[config.mk]
export PLATFORM = sky130hd
export DESIGN_NAME = instruction_fetch_stage
export DESIGN_NICKNAME = d
export VERILOG_FILES = /design/src/rtl/instruction_fetch_stage.sv
export SDC_FILE = /design/constraint.sdc
export NUM_CORES = 1
export LEC_CHECK = 0
export CAP_MARGIN = 20
export CORE_AREA = 2 2 235 237
export DETAILED_ROUTE_END_ITERATION = 8
export DIE_AREA = 0 0 237 239
export PLACE_DENSITY = 0.82
export SKIP_CTS_REPAIR_TIMING = 1
export SYNTH_ARGS = -nofsm -noshare
export SYNTH_HDL_FRONTEND = slang
export SYNTH_SLANG_ARGS = --single-unit
[constraint.sdc]
create_clock -name clk -period 5 [get_ports clk]
set_input_delay 1.5 -clock clk [delete_from_list [all_inputs] [get_ports clk]]
set_output_delay 1.5 -clock clk [all_outputs]
set_load 0.02 [all_outputs]
[src/rtl/instruction_fetch_stage.sv]
`default_nettype none
// ============================================================================
// instruction_fetch_stage: RV64 PC register, byte-wide instruction memory and
// IF/ID pipeline register with stall and branch-redirect handling.
// Revision: 1.0
// ============================================================================
module instruction_fetch_stage #(
  parameter int          IMEM_BYTES = 64,
  parameter logic [63:0] RESET_PC   = 64'd0
) (
  input  logic        clk,
  input  logic        reset,
  input  logic        stall,
  input  logic        branch_taken,
  input  logic [63:0] branch_target,
  input  logic        imem_we,
  input  logic [63:0] imem_waddr,
  input  logic [7:0]  imem_wdata,
  output logic [63:0] fetch_pc,
  output logic [63:0] pc_out,
  output logic [31:0] instruction_out,
  output logic        valid_out
);

  localparam int          AW          = $clog2(IMEM_BYTES);
  localparam logic [31:0] C_NOP       = 32'h0000_0013;
  localparam logic [63:0] C_MEM_SIZE  = 64'(IMEM_BYTES);
  localparam logic [63:0] C_LAST_WORD = 64'(IMEM_BYTES - 4);

  logic [7:0]    mem_q [IMEM_BYTES];
  logic [63:0]   fetch_pc_q, fetch_pc_d;
  logic [63:0]   pc_out_q, pc_out_d;
  logic [31:0]   instr_q, instr_d;
  logic          valid_q, valid_d;
  logic [AW-1:0] rd_idx;
  logic [31:0]   fetch_word;

  // Loader port is independent of reset so programs survive a pipeline reset
  always_ff @(posedge clk) begin
    if (imem_we && (imem_waddr < C_MEM_SIZE)) begin
      mem_q[imem_waddr[AW-1:0]] <= imem_wdata;
    end
  end

  always_comb begin
    rd_idx     = fetch_pc_q[AW-1:0];
    fetch_word = C_NOP;
    if (fetch_pc_q <= C_LAST_WORD) begin
      fetch_word = {mem_q[rd_idx + AW'(3)], mem_q[rd_idx + AW'(2)],
                    mem_q[rd_idx + AW'(1)], mem_q[rd_idx]};
    end
  end

  always_comb begin
    fetch_pc_d = fetch_pc_q;
    pc_out_d   = pc_out_q;
    instr_d    = instr_q;
    valid_d    = valid_q;
    if (branch_taken) begin
      fetch_pc_d = branch_target & ~64'd3;
      pc_out_d   = 64'd0;
      instr_d    = C_NOP;
      valid_d    = 1'b0;
    end else if (!stall) begin
      fetch_pc_d = fetch_pc_q + 64'd4;
      pc_out_d   = fetch_pc_q;
      instr_d    = fetch_word;
      valid_d    = 1'b1;
    end
  end

  always_ff @(posedge clk) begin
    if (!reset) begin
      fetch_pc_q <= RESET_PC;
      pc_out_q   <= 64'd0;
      instr_q    <= C_NOP;
      valid_q    <= 1'b0;
    end else begin
      fetch_pc_q <= fetch_pc_d;
      pc_out_q   <= pc_out_d;
      instr_q    <= instr_d;
      valid_q    <= valid_d;
    end
  end

  assign fetch_pc        = fetch_pc_q;
  assign pc_out          = pc_out_q;
  assign instruction_out = instr_q;
  assign valid_out       = valid_q;

endmodule
`default_nettype wire

== Word level (Yosys, flattened, before mapping) ==
Memories as Yosys holds them, arrays and structs flattened.
Cells that the tools add are included.

* Bitwise gates (word level): 1
* $mul: 0
* Reductions and logical operators: 2
* Divide/modulo/power cells: 0
* Order comparisons: 2
* Shifts and indexed selects: 0
* Add/sub/neg operators: 4
* Equality and inequality tests: 1
* Mux-type cells: 5

{| class="wikitable"
|+ Operators with widths
! operator !! count
|-
| 2-to-1 mux 64 bit || 2
|-
| adder 64 x 3 -> 64 bit, second input constant || 1
|-
| less-or-equal comparator 64 x 6 -> 1 bit, second input constant || 1
|-
| < comparator 64 x 7 -> 1 bit, second input constant || 1
|-
| 2-to-1 mux 32 bit || 1
|-
| adder 6 x 2 -> 6 bit, second input constant || 2
|-
| adder 6 x 1 -> 6 bit, second input constant || 1
|-
| 2-to-1 mux 1 bit || 2
|-
| != test 2 x 1 -> 1 bit, second input constant || 1
|-
| OR reduction 2 bit || 1
|-
| logical AND 1 bit || 1
|-
| NOT 1 bit || 1
|}

* Bits of input ports: 141
* Memory bits (writable): 512
* Memory bits (read-only): 0
* Bits in latches: 0
* Bits in registers: 161
* Memories kept: 1
* Output and inout port bits: 161

{| class="wikitable"
|+ Memories
! memory !! words !! bits a word !! read ports !! clocked after Yosys merged registers in !! write ports !! line !! source
|-
| mem_q || 64 || 8 || 4 || 0 || 1 || 30 || <nowiki>logic [7:0] mem_q [IMEM_BYTES];</nowiki>
|}

== Longest topological paths before layout ==
Gate-level depths: netlist (run 1).

* Depth in word-level cells: 4
* Depth in mapped cells: 9

== Worst setup path after synthesis (run 1) ==
OpenSTA, ideal clock, no wires.

* Kind: input port to flip-flop
* Start point: input imem_waddr[14]
* End point: memory mem_q[47][0] (enable)
* Library setup time: 0.370 ns
* Buffers on the path: 0
* Data required time: 4.630 ns
* Stages: 5
* Data arrival time: 3.207 ns
* Path slack: 1.423 ns
* Cells stage by stage: nor4b_1 -> nand4_1 -> nor4_2 -> nand4_1 -> nor2_1

* Word-level cells in the longest chain between the ends: 4

{| class="wikitable"
|+ RTL lines
! item !! line !! source
|-
| from (decl) || 17 || <nowiki>input logic [63:0] imem_waddr,</nowiki>
|-
| < comparator 64 x 7 -> 1 bit || 40 || <nowiki>if (imem_we && (imem_waddr < C_MEM_SIZE)) begin</nowiki>
|-
| logical AND 1 bit || 40 ||
|-
| 2-to-1 mux 1 bit || 40 ||
|-
| 2-to-1 mux 1 bit (not written as such) || 41 || <nowiki>mem_q[imem_waddr[AW-1:0]] <= imem_wdata;</nowiki>
|-
| to (decl) || 30 ||
|}

Every way passes these cells.

== Worst setup path in the final report (run 1) ==
* Start point: register fetch_pc_q[3], in the netlist fetch_pc[3]
* End point: output fetch_pc[3]

{| class="wikitable"
|+ RTL lines
! item !! line !! source
|-
| from (decl) || 31 || <nowiki>logic [63:0] fetch_pc_q, fetch_pc_d;</nowiki>
|-
| from (signal assigned) || 79 || <nowiki>fetch_pc_q <= fetch_pc_d;</nowiki>
|-
| to (decl) || 19 || <nowiki>output logic [63:0] fetch_pc,</nowiki>
|}

No word-level cell between the ends.

==> results of run 1 <==
==> final cells by class <==
| type | instances | area, sq um |
|---|---|---|
| fillers | 3726 | 21100 |
| flip-flops and latches | 669 | 18500 |
| clock buffers | 93 | 1920 |
| repair buffers | 387 | 3700 |
| inverters | 35 | 131 |
| diodes | 1 | 2.50 |
| clock inverters | 31 | 364 |
| well taps | 704 | 881 |
| multi-input cells | 871 | 7690 |
==> worst max path at each step <==
stage                              end  slack (ns)  cells past startpoint
after global routing       fetch_pc[3]        1.16                      1
after detailed placement  mem_q[50][6]        0.78                      8
after CTS                  fetch_pc[3]        1.22                      1
after floorplan           mem_q[47][0]        1.42                      5
final                      fetch_pc[3]        1.25                      1
after global placement    mem_q[50][1]        0.82                      8
==> layer usage <==
metal  routed length (um)  up-vias  GRT usage
li1                     -     7280          -
met1                25400     8390      0.309
met2                35700     1019      0.430
met3                 6340      160     0.0471
met4                 2840        0      0.107
met5                    0        -          0
==> layout by cell type, fill, tap and decap left out, types with 8 or more instances in the layout <==
| cell type | instances |
|---|---|
| edfxtp_1 | 512 |
| clkdlybuf4s50_1 | 284 |
| dfxtp_1 | 153 |
| mux4_2 | 152 |
| nor2_1 | 140 |
| o21ai_0 | 85 |
| buf_4 | 84 |
| nand2_1 | 73 |
| clkbuf_16 | 70 |
| mux2i_1 | 65 |
| nor4_1 | 43 |
| nand3_1 | 34 |
| inv_1 | 34 |
| a21oi_1 | 33 |
| nand4_1 | 29 |
| a31oi_1 | 22 |
| xnor2_1 | 19 |
| or4_1 | 17 |
| xor2_1 | 16 |
| and2_1 | 15 |
| clkbuf_1 | 15 |
| o31ai_1 | 14 |
| nor3_1 | 13 |
| and3_1 | 11 |
| nand2b_1 | 10 |
| buf_2 | 10 |
| nor2b_1 | 9 |
| and4_1 | 9 |
| clkinv_2 | 9 |
| buf_12 | 9 |
| clkbuf_8 | 8 |
==> stage by stage <==
| step | hold slack [ns] | utilization |
|---|---|---|
| floorplan | 0.536 | - |
| global placement | 0.439 | 0.567 |
| detailed placement | 0.446 | 0.567 |
| CTS | 0.460 | 0.609 |
| global route | 0.491 | 0.611 |
| finish | 0.454 | 0.611 |
==> sequential cells by signal, summed over array words and instances (netlist names) <==
register	cells
mem_q	512
instruction_out	32
valid_out	1
pc_out	62
fetch_pc	62
==> cells by family (layout without fill, tap and decap cells) <==
| family | Yosys count | in the layout | synth area share |
|---|---|---|---|
| flops | 669 | 669 | 0.692 |
| simple gates | 433 | 433 | 0.0821 |
| mux | 219 | 219 | 0.153 |
| compound gates | 179 | 179 | 0.0394 |
| buf+inv | 141 | 546 | 0.0215 |
| xor+xnor | 35 | 35 | 0.0115 |
| fa+ha+maj | 1 | 1 | 0.000467 |
| other cells | 1 | 5 | 0.000140 |
==> power groups by stage <==
stage                     Sequential, W  Combinational [W]  Clock, W
after global routing            0.00613           0.000930   0.00546
after CTS                       0.00613           0.000864   0.00523
final                           0.00613           0.000875   0.00516
after global placement          0.00624           0.000834         0
after detailed placement        0.00625           0.000857         0
after floorplan                 0.00624           0.000433         0
==> summary.txt, run 1 <==
Outcome
  • Outcome: completed

Min path
  • Worst Hold Path Cells: 1
  • Worst Hold Class: flip-flop to flip-flop
  • Min-Delay Endpoint: instruction_out[13]
  • Min-delay src: instruction_out[13]

Worst setup path
  • Buffer and inverter count on the worst path: 1
  • Reg2Reg Setup Slack: about 2.0 ns
  • Crit path largest cell delay: around 0.79 ns
  • CP Launch Point: fetch_pc[3]
  • WP data required: 3.50 ns
  • CP max-delay cell: dfxtp_4
  • Arrival @ worst endpoint: 2.25 ns
  • Critical Path Fanout Max: 47
  • RR Startpoint: fetch_pc[61]
  • Worst r2r path cells: 5
  • R2R Path End: instruction_out[30]
  • Crit start category: flip-flop
  • Crit Path Class: flip-flop to primary output
  • Critical path's top delay family: flip-flops
  • Crit end category: primary output
  • Worst-path cell chain: clkdlybuf4s50_1

Power and ir drop
  • Switching part of the total power: 0.224
  • Clk pwr share: 0.424
  • Max IR drop VDD: 0.340 mV
  • Int Power: 0.00943 W
  • Reg power frac: 0.504
  • Switching pwr: 0.00273 W
  • Pwr/cell area: 366 nW/um^2
  • Comb pwr share: 0.072
  • Lkg Pwr: between 10 and 15 nW
  • Total power: 0.0122 W

GRT
  • Vias in the first global route: 17000
  • Global Route Usage Sum: 0.249
  • Largest net degree at the start of global routing: 109
  • First-pass GRT wire length: 105 mm
  • GRT Residual Overflow: 0
  • Antenna violations before repair: 0

Floorplan
  • Full die area: ~57000 sq um
  • FP Rows: 86
  • Chip height: 239 um
  • Initial core utilization: 0.492
  • Core area: 54300 sq um
  • Die W: 237 um
  • I/O pins: 302

Drt
  • DR iter-0 viols: 1879
  • Total number of vias: approximately 17000
  • Antenna-violating nets left: 0
  • Routed len/inst: roughly 25 um
  • Drt drc: 0
  • Iteration count of the initial detailed-routing pass: 6
  • Vias/cell: approximately 6
  • Routed wire length: between 70 and 80 mm

Clock tree
  • H-tree depth: 3
  • CTS root buffer: clkbuf_16
  • TritonCTS clock tree: built
  • Worst skew pair latency: roughly 0.61 ns
  • CTS clk-pin slew, worst paths: 0.06 ns
  • Clock sinks: ~670
  • CTS max path bufs: 3
  • Total CTS buffers: 69

Timing
  • Max frequency: 267 MHz
  • Post-route clock skew: 0.0311 ns
  • Fin crit share: 0.749
  • Sum Neg Setup Slack: 0 ns
  • Max-slew headroom: 0.380
  • Final Critical Period: 3.75 ns
  • Slew @ Worst Pin: 0.931 ns
  • Pins Over Slew Limit: 0
  • Hold Fails Final Rpt: 0
  • Final Setup Violations: 0
  • Unrepaired setup endpoints after global routing: no
  • Min setup slack post-route: 1.25 ns

Synthesis
  • Number of synthesis warnings: 0
  • Synth area leader: edfxtp_1
  • Ys flop type: edfxtp_1
  • Sequential fraction of the synthesis area: 0.692
  • Syn Area/Cell: 15.9 sq um
  • Most instantiated library cell after synthesis: edfxtp_1
  • Synth async-reset ratio: 0
  • Post-synthesis register bit count: 669
  • Library cells used by synthesis: 53
  • Synth top area share: 0.575
  • EDFF count, synth: 512
  • Commonest cells in the netlist: edfxtp_1, dfxtp_1, mux4_2
  • Ranking of synthesized cells by area: edfxtp_1, mux4_2, dfxtp_1
  • Post-Synthesis Cells: roughly 1700
  • Post-synthesis cell area: 26800 sq um

Placement
  • Placed Cells: 2659
  • Area post-placement: 30800 sq um
  • IO buf count: about 300
  • Dpl ws: 0.781 ns
  • Placer Congestion: 0.944
  • Final HPWL DP: about 44 mm

Finish
  • Area Growth Syn to Fin: 24.1%
  • Post-Layout Cell Count: 2791
  • Fin nets: 2175
  • Layout cells sized above 1: 0.181
  • Final Cell Area: 33200 sq um

Job
  • Max_cap viols: 0
Power figures use the tool's default switching activity.
==> run 2, diff against run 1 <==
PLACE_DENSITY = 0.84   (was 0.82)
clock period = 3.3 ns   (was 5 ns; I/O delays follow)
==> run 2 against run 1 <==
  * Final cell count is 1.3% higher
  * Worst hold slack better by 0.00078 ns
  * Register-to-register slack worse by 1.4 ns
  * Combinational power is 58% higher
  * Die area stayed put
  * Sequential share of layout area is 0.54 points lower
  * Utilization is 0.60 points higher
  * Global-route usage is 0.30 points higher
  * Power is 53% higher
  * Flip-flop and latch count stayed put
  * Critical path depth is 8 higher
  * Design area is 0.98% higher
  * Largest cell class unchanged
  * Highest routed layer is now met5
==> summary.txt, run 2 (synthesis results as in run 1) <==
Floorplan
  • Initial core utilization: 0.492 (unchanged)
  • I/O pins: 302 (unchanged)
  • Full die area: 56600 sq um (unchanged)
  • Chip height: 239 um (unchanged)
  • Core area: 54300 sq um (unchanged)
  • Die W: 237 um (unchanged)
  • FP Rows: 86 (unchanged)

Min path
  • Worst Hold Class: flip-flop to flip-flop

Timing
  • Hold Fails Final Rpt: 0 (unchanged)
  • Post-route clock skew: 0.0198 ns (-0.0113 ns)
  • Unrepaired setup endpoints after global routing: no
  • Pins Over Slew Limit: 0 (unchanged)
  • Max-slew headroom: 0.403 (+0.0234)
  • Final Setup Violations: 0 (unchanged)
  • Final Critical Period: 2.90 ns
  • Min setup slack post-route: 0.400 ns (-0.855 ns)
  • Fin crit share: 0.879
  • Slew @ Worst Pin: 0.896 ns (-0.0350 ns)
  • Max frequency: between 300 and 400 MHz

Worst setup path
  • Crit start category: input port
  • CP Launch Point: imem_waddr[14]
  • Crit Path Class: input port to flip-flop
  • Worst r2r path cells: 6 (+1)
  • RR Startpoint: fetch_pc[6]
  • Crit end category: flip-flop
  • R2R Path End: fetch_pc[61]
  • Reg2Reg Setup Slack: 0.61 ns (-1.37 ns)
  • Critical Path Fanout Max: 8 (-83%)
  • End point of the critical path: mem_q[54][1]
  • Arrival @ worst endpoint: 3.22 ns (+0.97 ns)
  • WP data required: 3.62 ns (+0.12 ns)

Clock tree
  • Clock sinks: 669 (unchanged)
  • CTS root buffer: clkbuf_16
  • Total CTS buffers: 69 (unchanged)
  • H-tree depth: 3 (unchanged)
  • Worst skew pair latency: 0.62 ns (about the same)
  • CTS max path bufs: 3 (unchanged)
  • CTS clk-pin slew, worst paths: 0.06 ns (about the same)
  • TritonCTS clock tree: built

Finish
  • Number of fill cells: 3666 (-1.6%)
  • Area Growth Syn to Fin: 25.3%
  • Post-Layout Cell Count: 2827 (+1.3%)
  • Core Util, Final: 0.617 (+0.00601)
  • Layout cells sized above 1: 0.196 (+0.0152)
  • Most frequent cells in the layout: edfxtp_1, clkdlybuf4s50_1, dfxtp_1, mux4_2, nor2_1
  • Max FFs per register: 512 (unchanged)
  • Fin nets: 2210 (+1.6%)
  • Ant. Diodes: 0 (-1)
  • Most common cell after layout, fill and taps aside: edfxtp_1

Outcome
  • Outcome: completed

Power and ir drop
  • Lkg Pwr: 11.1 nW (+2.0%)
  • Max IR drop VDD: 0.516 mV (+52%)
  • Pwr/cell area: 556 nW/um^2 (+52%)

GRT
  • Vias in the first global route: 17300 (+1.8%)
  • Largest net degree at the start of global routing: 73 (-33%)
  • GRT Residual Overflow: 0 (unchanged)
  • First-pass GRT wire length: 107 mm (+1.4%)
  • Global Route Usage Sum: 0.252 (+0.00304)
  • Antenna violations before repair: 1 (+1)

Drt
  • Drt drc: 0 (unchanged)
  • Vias/cell: 6.02 (-0.26%)
  • Routed wire length: 71.5 mm (+1.6%)
  • DR iter-0 viols: 1687 (-10%)
  • Total number of vias: 17000 (+1.0%)
  • Routed len/inst: 25.3 um (+0.35%)
  • Antenna-violating nets left: 0 (unchanged)
  • Iteration count of the initial detailed-routing pass: 6 (unchanged)

Placement
  • Placed Cells: 2697 (+1.4%)
  • Dpl ws: -0.124 ns (-0.905 ns)
  • Placer Congestion: 0.928 (-1.6%)
  • IO buf count: 295 (unchanged)
  • Final HPWL DP: 44.7 mm (+2.8%)

Job
  • Max_cap viols: 0 (unchanged)
run 2: worst min path at each step:
stage                        start                   to  slack [ns]  depth (start not counted)
3_5_place_dp   instruction_out[21]  instruction_out[21]        0.45                          2
5_1_grt         instruction_out[5]   instruction_out[5]        0.49                          2
2_1_floorplan  instruction_out[10]  instruction_out[10]        0.54                          2
3_3_place_gp   instruction_out[18]  instruction_out[18]        0.44                          2
4_1_cts         instruction_out[5]   instruction_out[5]        0.46                          2
6_report        instruction_out[5]   instruction_out[5]        0.46                          2
run 2: final cells by class:
| class | count | area, sq um | area share |
|---|---|---|---|
| Clock buffer | 101 | 2020 | 0.0602 |
| Clock inverter | 25 | 334 | 0.00996 |
| Inverter | 35 | 131 | 0.00392 |
| Multi-Input combinational cell | 871 | 7690 | 0.229 |
| Sequential cell | 669 | 18500 | 0.552 |
| Tap cell | 704 | 881 | 0.0263 |
| Timing Repair Buffer | 422 | 3960 | 0.118 |
run 2: metrics by stage:
step	instance area [sq um]	setup TNS, ns	power (W)	hold slack (ns)
final	33500	0	0.0187	0.455
after global routing	33500	0	0.0192	0.488
after CTS	33500	0	0.0187	0.460
after global placement	31100	-11.20	0.0107	0.443
after floorplan	26800	0	0.0101	0.536
after detailed placement	31100	-8.59	0.0108	0.446
run 2: metal layers:
metal  routed length, um  GRT usage  up-vias
met5                  13          0        -
met4                2830      0.102        2
met3                5860     0.0479      187
met2               35900      0.439     1001
met1               26900      0.313     8479
li1                    -          -     7353
run 2: report_power, final:
part / internal, W / leakage, nW / switching [W]
combinational: 0.000660 / 4.06 / 0.000719
sequential: 0.00911 / 5.88 / 0.000132
clock: 0.00471 / 1.14 / 0.00332
total: 0.0145 / 11.1 / 0.00417
run 2: worst max-delay path, cell delays in order:
cell and delay (ns):
clkdlybuf4s50_1 0.41, nor4b_1 0.37, nand4_1 0.15, nor4_2 0.29, buf_4 0.21, nand4b_1 0.14, buf_4 0.21, nor2_1 0.22
buf_4 0.22
